==> config.mk <==
export PLATFORM = sky130hd
export DESIGN_NAME = serial_addsub_flat
export DESIGN_NICKNAME = d
export VERILOG_FILES = /design/src/rtl/serial_addsub_if.sv /design/src/rtl/serial_addsub.sv /design/src/flat_wrapper.sv
export SDC_FILE = /design/constraint.sdc
export NUM_CORES = 1
export LEC_CHECK = 0
export CORE_MARGIN = 1
export CORE_UTILIZATION = 50
export DETAILED_ROUTE_END_ITERATION = 16
export MAX_ROUTING_LAYER = met4
export PLACE_DENSITY = 0.87
export SETUP_SLACK_MARGIN = 0.5
export SLEW_MARGIN = 20
export SYNTH_ARGS = -nofsm -noshare
export SYNTH_HDL_FRONTEND = slang
export SYNTH_SLANG_ARGS = --single-unit
==> constraint.sdc <==
create_clock -name clk -period 4.2 [get_ports clk]
set_clock_uncertainty 0.1 [all_clocks]
set_input_delay 1.26 -clock clk [delete_from_list [all_inputs] [get_ports clk]]
set_output_delay 1.26 -clock clk [all_outputs]
set_load 0.005 [all_outputs]
==> src/rtl/serial_addsub_if.sv <==
// Handshake bundle for serial_addsub: operand side (in_*, a, b, sub_mode)
// and result side (out_*, result, flags, busy).
interface serial_addsub_if #(
  parameter int WIDTH = 16
);
  logic             in_valid;
  logic             in_ready;
  logic [WIDTH-1:0] a;
  logic [WIDTH-1:0] b;
  logic             sub_mode;
  logic             out_valid;
  logic             out_ready;
  logic [WIDTH-1:0] result;
  logic             flag;
  logic             overflow;
  logic             busy;

  modport master (
    output in_valid, a, b, sub_mode, out_ready,
    input  in_ready, out_valid, result, flag, overflow, busy
  );

  modport slave (
    input  in_valid, a, b, sub_mode, out_ready,
    output in_ready, out_valid, result, flag, overflow, busy
  );
endinterface

==> src/rtl/serial_addsub.sv <==
// Digit-serial WIDTH-bit add/subtract: one DIGIT-bit ripple slice reused for
// WIDTH/DIGIT cycles, LSB digit first, with carry/borrow and signed overflow.
module serial_addsub #(
  parameter int WIDTH = 16,
  parameter int DIGIT = 4
) (
  input logic           clk,
  input logic           rst,
  serial_addsub_if.slave bus
);
  localparam int NDIG = WIDTH / DIGIT;
  localparam int CW   = (NDIG > 1) ? $clog2(NDIG) : 1;
  localparam int IW   = $clog2(WIDTH);

  typedef enum logic [1:0] {IDLE, RUN, DONE} state_e;

  state_e           state_q, state_d;
  logic [WIDTH-1:0] a_q, a_d;
  logic [WIDTH-1:0] b_q, b_d;
  logic             sub_q, sub_d;
  logic             carry_q, carry_d;
  logic [CW-1:0]    cnt_q, cnt_d;
  logic [WIDTH-1:0] result_q, result_d;
  logic             flag_q, flag_d;
  logic             ovf_q, ovf_d;

  logic [IW-1:0]    digBase;
  logic [DIGIT-1:0] aDig, bDig, sumDig;
  logic             carryOut;
  logic             ovfDig;
  logic             lastDig;

  always_ff @(posedge clk) begin
    if (rst) state_q <= IDLE;
    else     state_q <= state_d;
  end

  always_comb begin
    state_d = state_q;
    case (state_q)
      IDLE:    if (bus.in_valid) state_d = RUN;
      RUN:     if (lastDig)      state_d = DONE;
      DONE:    if (bus.out_ready) state_d = IDLE;
      default: state_d = IDLE;
    endcase
  end

  always_comb begin
    bus.in_ready  = (state_q == IDLE);
    bus.out_valid = (state_q == DONE);
    bus.busy      = (state_q != IDLE);
    bus.result    = result_q;
    bus.flag      = flag_q;
    bus.overflow  = ovf_q;
  end

  // b is stored pre-inverted for subtraction; the +1 comes from the carry preset.
  always_comb begin
    digBase  = IW'(int'(cnt_q) * DIGIT);
    lastDig  = (cnt_q == CW'(NDIG - 1));
    aDig     = a_q[digBase +: DIGIT];
    bDig     = b_q[digBase +: DIGIT];
    {carryOut, sumDig} = {1'b0, aDig} + {1'b0, bDig} + {{DIGIT{1'b0}}, carry_q};
    ovfDig   = ~(aDig[DIGIT-1] ^ bDig[DIGIT-1]) & (sumDig[DIGIT-1] ^ aDig[DIGIT-1]);

    a_d      = a_q;
    b_d      = b_q;
    sub_d    = sub_q;
    carry_d  = carry_q;
    cnt_d    = cnt_q;
    result_d = result_q;
    flag_d   = flag_q;
    ovf_d    = ovf_q;

    case (state_q)
      IDLE: begin
        if (bus.in_valid) begin
          a_d     = bus.a;
          b_d     = bus.sub_mode ? ~bus.b : bus.b;
          sub_d   = bus.sub_mode;
          carry_d = bus.sub_mode;
          cnt_d   = '0;
        end
      end
      RUN: begin
        result_d[digBase +: DIGIT] = sumDig;
        carry_d = carryOut;
        cnt_d   = cnt_q + 1'b1;
        if (lastDig) begin
          flag_d = carryOut ^ sub_q;
          ovf_d  = ovfDig;
        end
      end
      default: ;
    endcase
  end

  always_ff @(posedge clk) begin
    if (rst) begin
      a_q      <= '0;
      b_q      <= '0;
      sub_q    <= 1'b0;
      carry_q  <= 1'b0;
      cnt_q    <= '0;
      result_q <= '0;
      flag_q   <= 1'b0;
      ovf_q    <= 1'b0;
    end else begin
      a_q      <= a_d;
      b_q      <= b_d;
      sub_q    <= sub_d;
      carry_q  <= carry_d;
      cnt_q    <= cnt_d;
      result_q <= result_d;
      flag_q   <= flag_d;
      ovf_q    <= ovf_d;
    end
  end
endmodule

==> src/flat_wrapper.sv <==
// flat-port wrapper written by rule: the top's interface ports become plain ports
module serial_addsub_flat 
#(
  parameter int WIDTH = 16,
  parameter int DIGIT = 4
)
  (clk, rst, bus_in_valid, bus_a, bus_b, bus_sub_mode, bus_out_ready, bus_in_ready, bus_out_valid, bus_result, bus_flag, bus_overflow, bus_busy);
  serial_addsub_if #(.WIDTH(WIDTH)) bus_i ();
  input logic clk;
  input logic rst;
  input wire logic [$bits(bus_i.in_valid)-1:0] bus_in_valid;
  input wire logic [$bits(bus_i.a)-1:0] bus_a;
  input wire logic [$bits(bus_i.b)-1:0] bus_b;
  input wire logic [$bits(bus_i.sub_mode)-1:0] bus_sub_mode;
  input wire logic [$bits(bus_i.out_ready)-1:0] bus_out_ready;
  output wire logic [$bits(bus_i.in_ready)-1:0] bus_in_ready;
  output wire logic [$bits(bus_i.out_valid)-1:0] bus_out_valid;
  output wire logic [$bits(bus_i.result)-1:0] bus_result;
  output wire logic [$bits(bus_i.flag)-1:0] bus_flag;
  output wire logic [$bits(bus_i.overflow)-1:0] bus_overflow;
  output wire logic [$bits(bus_i.busy)-1:0] bus_busy;
  assign bus_i.in_valid = bus_in_valid;
  assign bus_i.a = bus_a;
  assign bus_i.b = bus_b;
  assign bus_i.sub_mode = bus_sub_mode;
  assign bus_i.out_ready = bus_out_ready;
  assign bus_in_ready = bus_i.in_ready;
  assign bus_out_valid = bus_i.out_valid;
  assign bus_result = bus_i.result;
  assign bus_flag = bus_i.flag;
  assign bus_overflow = bus_i.overflow;
  assign bus_busy = bus_i.busy;
  serial_addsub #(.WIDTH(WIDTH), .DIGIT(DIGIT)) u_core (.clk(clk), .rst(rst), .bus(bus_i));
endmodule
==> impl_metrics.json <==
{
  "status": "finished clean",
  "antenna_found_initial": 0,
  "clk_path_buf_depth": 2,
  "pwr-share-clk": 0.279,
  "synth_top_area_frac": 0.437,
  "final.min_clock_period_ns": 2.90,
  "synth-seq-cells": 56,
  "pin_count": 58,
  "critPathMaxFanout": 3,
  "multi_input_area_um2": 1360,
  "vias": 2104,
  "relSlewSlack": 0.395,
  "required_ns": 4.30,
  "n_antenna_cell": 0,
  "postCtsHoldBufs": 0,
  "place_area_um2": 3180,
  "grt_pass1_vias": 1959,
  "drcViolationCount": 0,
  "rr_worst_depth": 7,
  "crit_path_start_kind": "register",
  "area_growth_pct": 27.6,
  "die_width_um": 73.6,
  "antenna_left": 0,
  "cp-end-kind": "register",
  "whs_ns": 0.359,
  "final_util": 0.679,
  "place_inst": 390,
  "overflow": 0,
  "synth.avg_cell_area_um2": 9.18,
  "clk_pin_slew_worst_paths_ns": 0.09,
  "fmax_mhz": 345,
  "port_buffers": 57,
  "die_h_um": 73.6,
  "wire_per_inst_um": 13.0,
  "stdcell_count": 398,
  "htree_levels": 2,
  "powerDensity_nw_per_um2": 327,
  "drt_pass1_iterations": 5,
  "drt-initial-drc-count": 76,
  "synth-seq-area-share": 0.437,
  "async_flop_share": 0,
  "post_cts_resized": 0,
  "min_path_cells": 2,
  "gp_congestion": 0.860,
  "numCtsBuffers": 5,
  "syn_area_um2": 2560,
  "vdd_drop_max_uv": 220,
  "grt_pass1_wl_um": 8620,
  "tritoncts": "built",
  "yosys-top-cells-area": "dfxtp_1, mux4_2, nand2_1, xnor2_1, a211oi_1",
  "p_seq_frac": 0.537,
  "cp.arrival_ns": 3.01,
  "switching_share": 0.259,
  "drt-total-wl_um": 5190,
  "ff_latch_area_um2": 1120,
  "final_area_um2": 3270,
  "synth_warnings": 0,
  "hold_violations": 0,
  "clock_latency_ns": 0.31,
  "grt_max_degree": 51,
  "synth_ff_type": "dfxtp_1",
  "grt_usage": 0.217,
  "p_int_mw": 0.791,
  "synth.distinct_cells": 36,
  "finalSetupViolations": 0,
  "cts.sinks": 56,
  "finalNetCount": 378,
  "nFillCells": 417,
  "dp_hpwl_um": 3710,
  "post_cts_buffers": 0,
  "syn_inst": 279,
  "cts_root_buf": "clkbuf_8",
  "core-area_um2": 4820,
  "fin_tns_setup_ns": 0,
  "power_switching_mw": 0.277,
  "dieArea_um2": 5420,
  "post-route-period-util": 0.691,
  "synth_nets": 327,
  "drive_above_1_share": 0.0634,
  "rsz0062_at_grt": "false",
  "synth_edf_count": 0,
  "slew_viol_final": 0,
  "comb_power_share": 0.184,
  "yosysTopAreaCell": "dfxtp_1",
  "leakage_nw": 1.18,
  "worst-setup-path-type": "register to register",
  "hp-class": "register to register",
  "initial_core_util": 0.532,
  "rows": 25,
  "max-cap-violations": 0,
  "worstMarginPinSlew_ns": 0.905,
  "vias_per_cell": 5.29
}
stage by stage:
stage          power (mW)  setup WS (ns)
2_1_floorplan       0.708           1.18
3_3_place_gp        0.778           1.28
3_5_place_dp        0.784           1.22
4_1_cts              1.08           1.30
5_1_grt              1.12           1.12
6_report             1.07           1.30
cell type report:
type / instances / share of cell area
Clock buffer: 8 / 0.0276
Inverter: 5 / 0.00574
Multi-Input combinational cell: 201 / 0.416
Sequential cell: 56 / 0.343
Tap cell: 67 / 0.0256
Timing Repair Buffer: 61 / 0.182
per-layer routing:
| metal | wire, um | global-route usage | share of wire | vias up |
|---|---|---|---|---|
| met5 | 0 | - | 0 | - |
| met2 | 2510 | 0.361 | 0.48 | 56 |
| met1 | 2370 | 0.252 | 0.46 | 965 |
| li1 | - | - | - | 1074 |
| met4 | 97 | 0.0919 | 0.019 | 0 |
| met3 | 212 | 0.0494 | 0.041 | 9 |
registers in the layout, indices dropped and copies added (netlist names):
register,flops
u_core.carry_q,1
u_core.sub_q,1
u_core.bus.overflow,1
u_core.bus.result,16
u_core.state_q,2
u_core.bus.flag,1
u_core.b_q,16
u_core.cnt_q,2
u_core.a_q,16
worst paths after layout:
check | from | end | slack [ns]
setup / recovery | u_core.cnt_q[0] | u_core.bus.flag | 1.30
hold / removal | u_core.a_q[8] | u_core.a_q[8] | 0.36
setup reg to reg | u_core.cnt_q[0] | u_core.bus.flag | 1.30
hold reg to reg | u_core.a_q[8] | u_core.a_q[8] | 0.36
power by group through the flow:
stage / registers [mW] / clock network, mW / logic, mW
final: 0.573 / 0.298 / 0.197
after global placement: 0.584 / 0 / 0.194
after detailed placement: 0.586 / 0 / 0.198
after floorplan: 0.582 / 0 / 0.125
after CTS: 0.574 / 0.306 / 0.198
after global routing: 0.578 / 0.321 / 0.218
worst max-delay path, cell delays in order (launching register included):
cell and delay [ns]:
dfxtp_1 0.41, mux4_2 0.55, fa_1 0.45, fa_1 0.43
a21o_1 0.20, a21oi_1 0.22, nor4_1 0.08, a311o_1 0.34
cells in the mapped netlist (all sizes together), types with 2 or more instances:
master / count
a211oi: 17
a21oi: 23
a22oi: 12
buf: 3
clkbuf: 14
dfxtp: 56
fa: 2
ha: 9
inv: 5
mux4: 8
nand2: 45
nand2b: 5
nand3b: 3
nor2: 34
nor2b: 2
nor4: 2
nor4bb: 2
o21ai: 5
xnor2: 16
cell families (layout without fill, tap and decap cells):
logic type	after synthesis	after routing	share of synthesized area
multiplexers	9	9	0.0742
AND/OR/NAND/NOR	100	100	0.174
adder cells (fa/ha/maj)	11	11	0.0596
AO/OA/AOI/OAI	64	64	0.163
buffers and inverters	22	74	0.0337
XOR/XNOR	17	17	0.0581
flip-flops	56	56	0.438
layout by cell type, fill, tap and decap left out, types with 3 or more instances in the layout:
cell type / instances
a21oi_1: 22
buf_4: 4
clkdlybuf4s50_1: 56
dfxtp_1: 56
nand2_1: 45
inv_1: 5
nor2_1: 34
xnor2_1: 16
o21ai_0: 5
clkbuf_8: 6
nand2b_1: 5
a22oi_1: 12
a211oi_1: 17
nand3b_1: 3
mux4_2: 8
ha_1: 9
(Power assumes the default switching activity.)
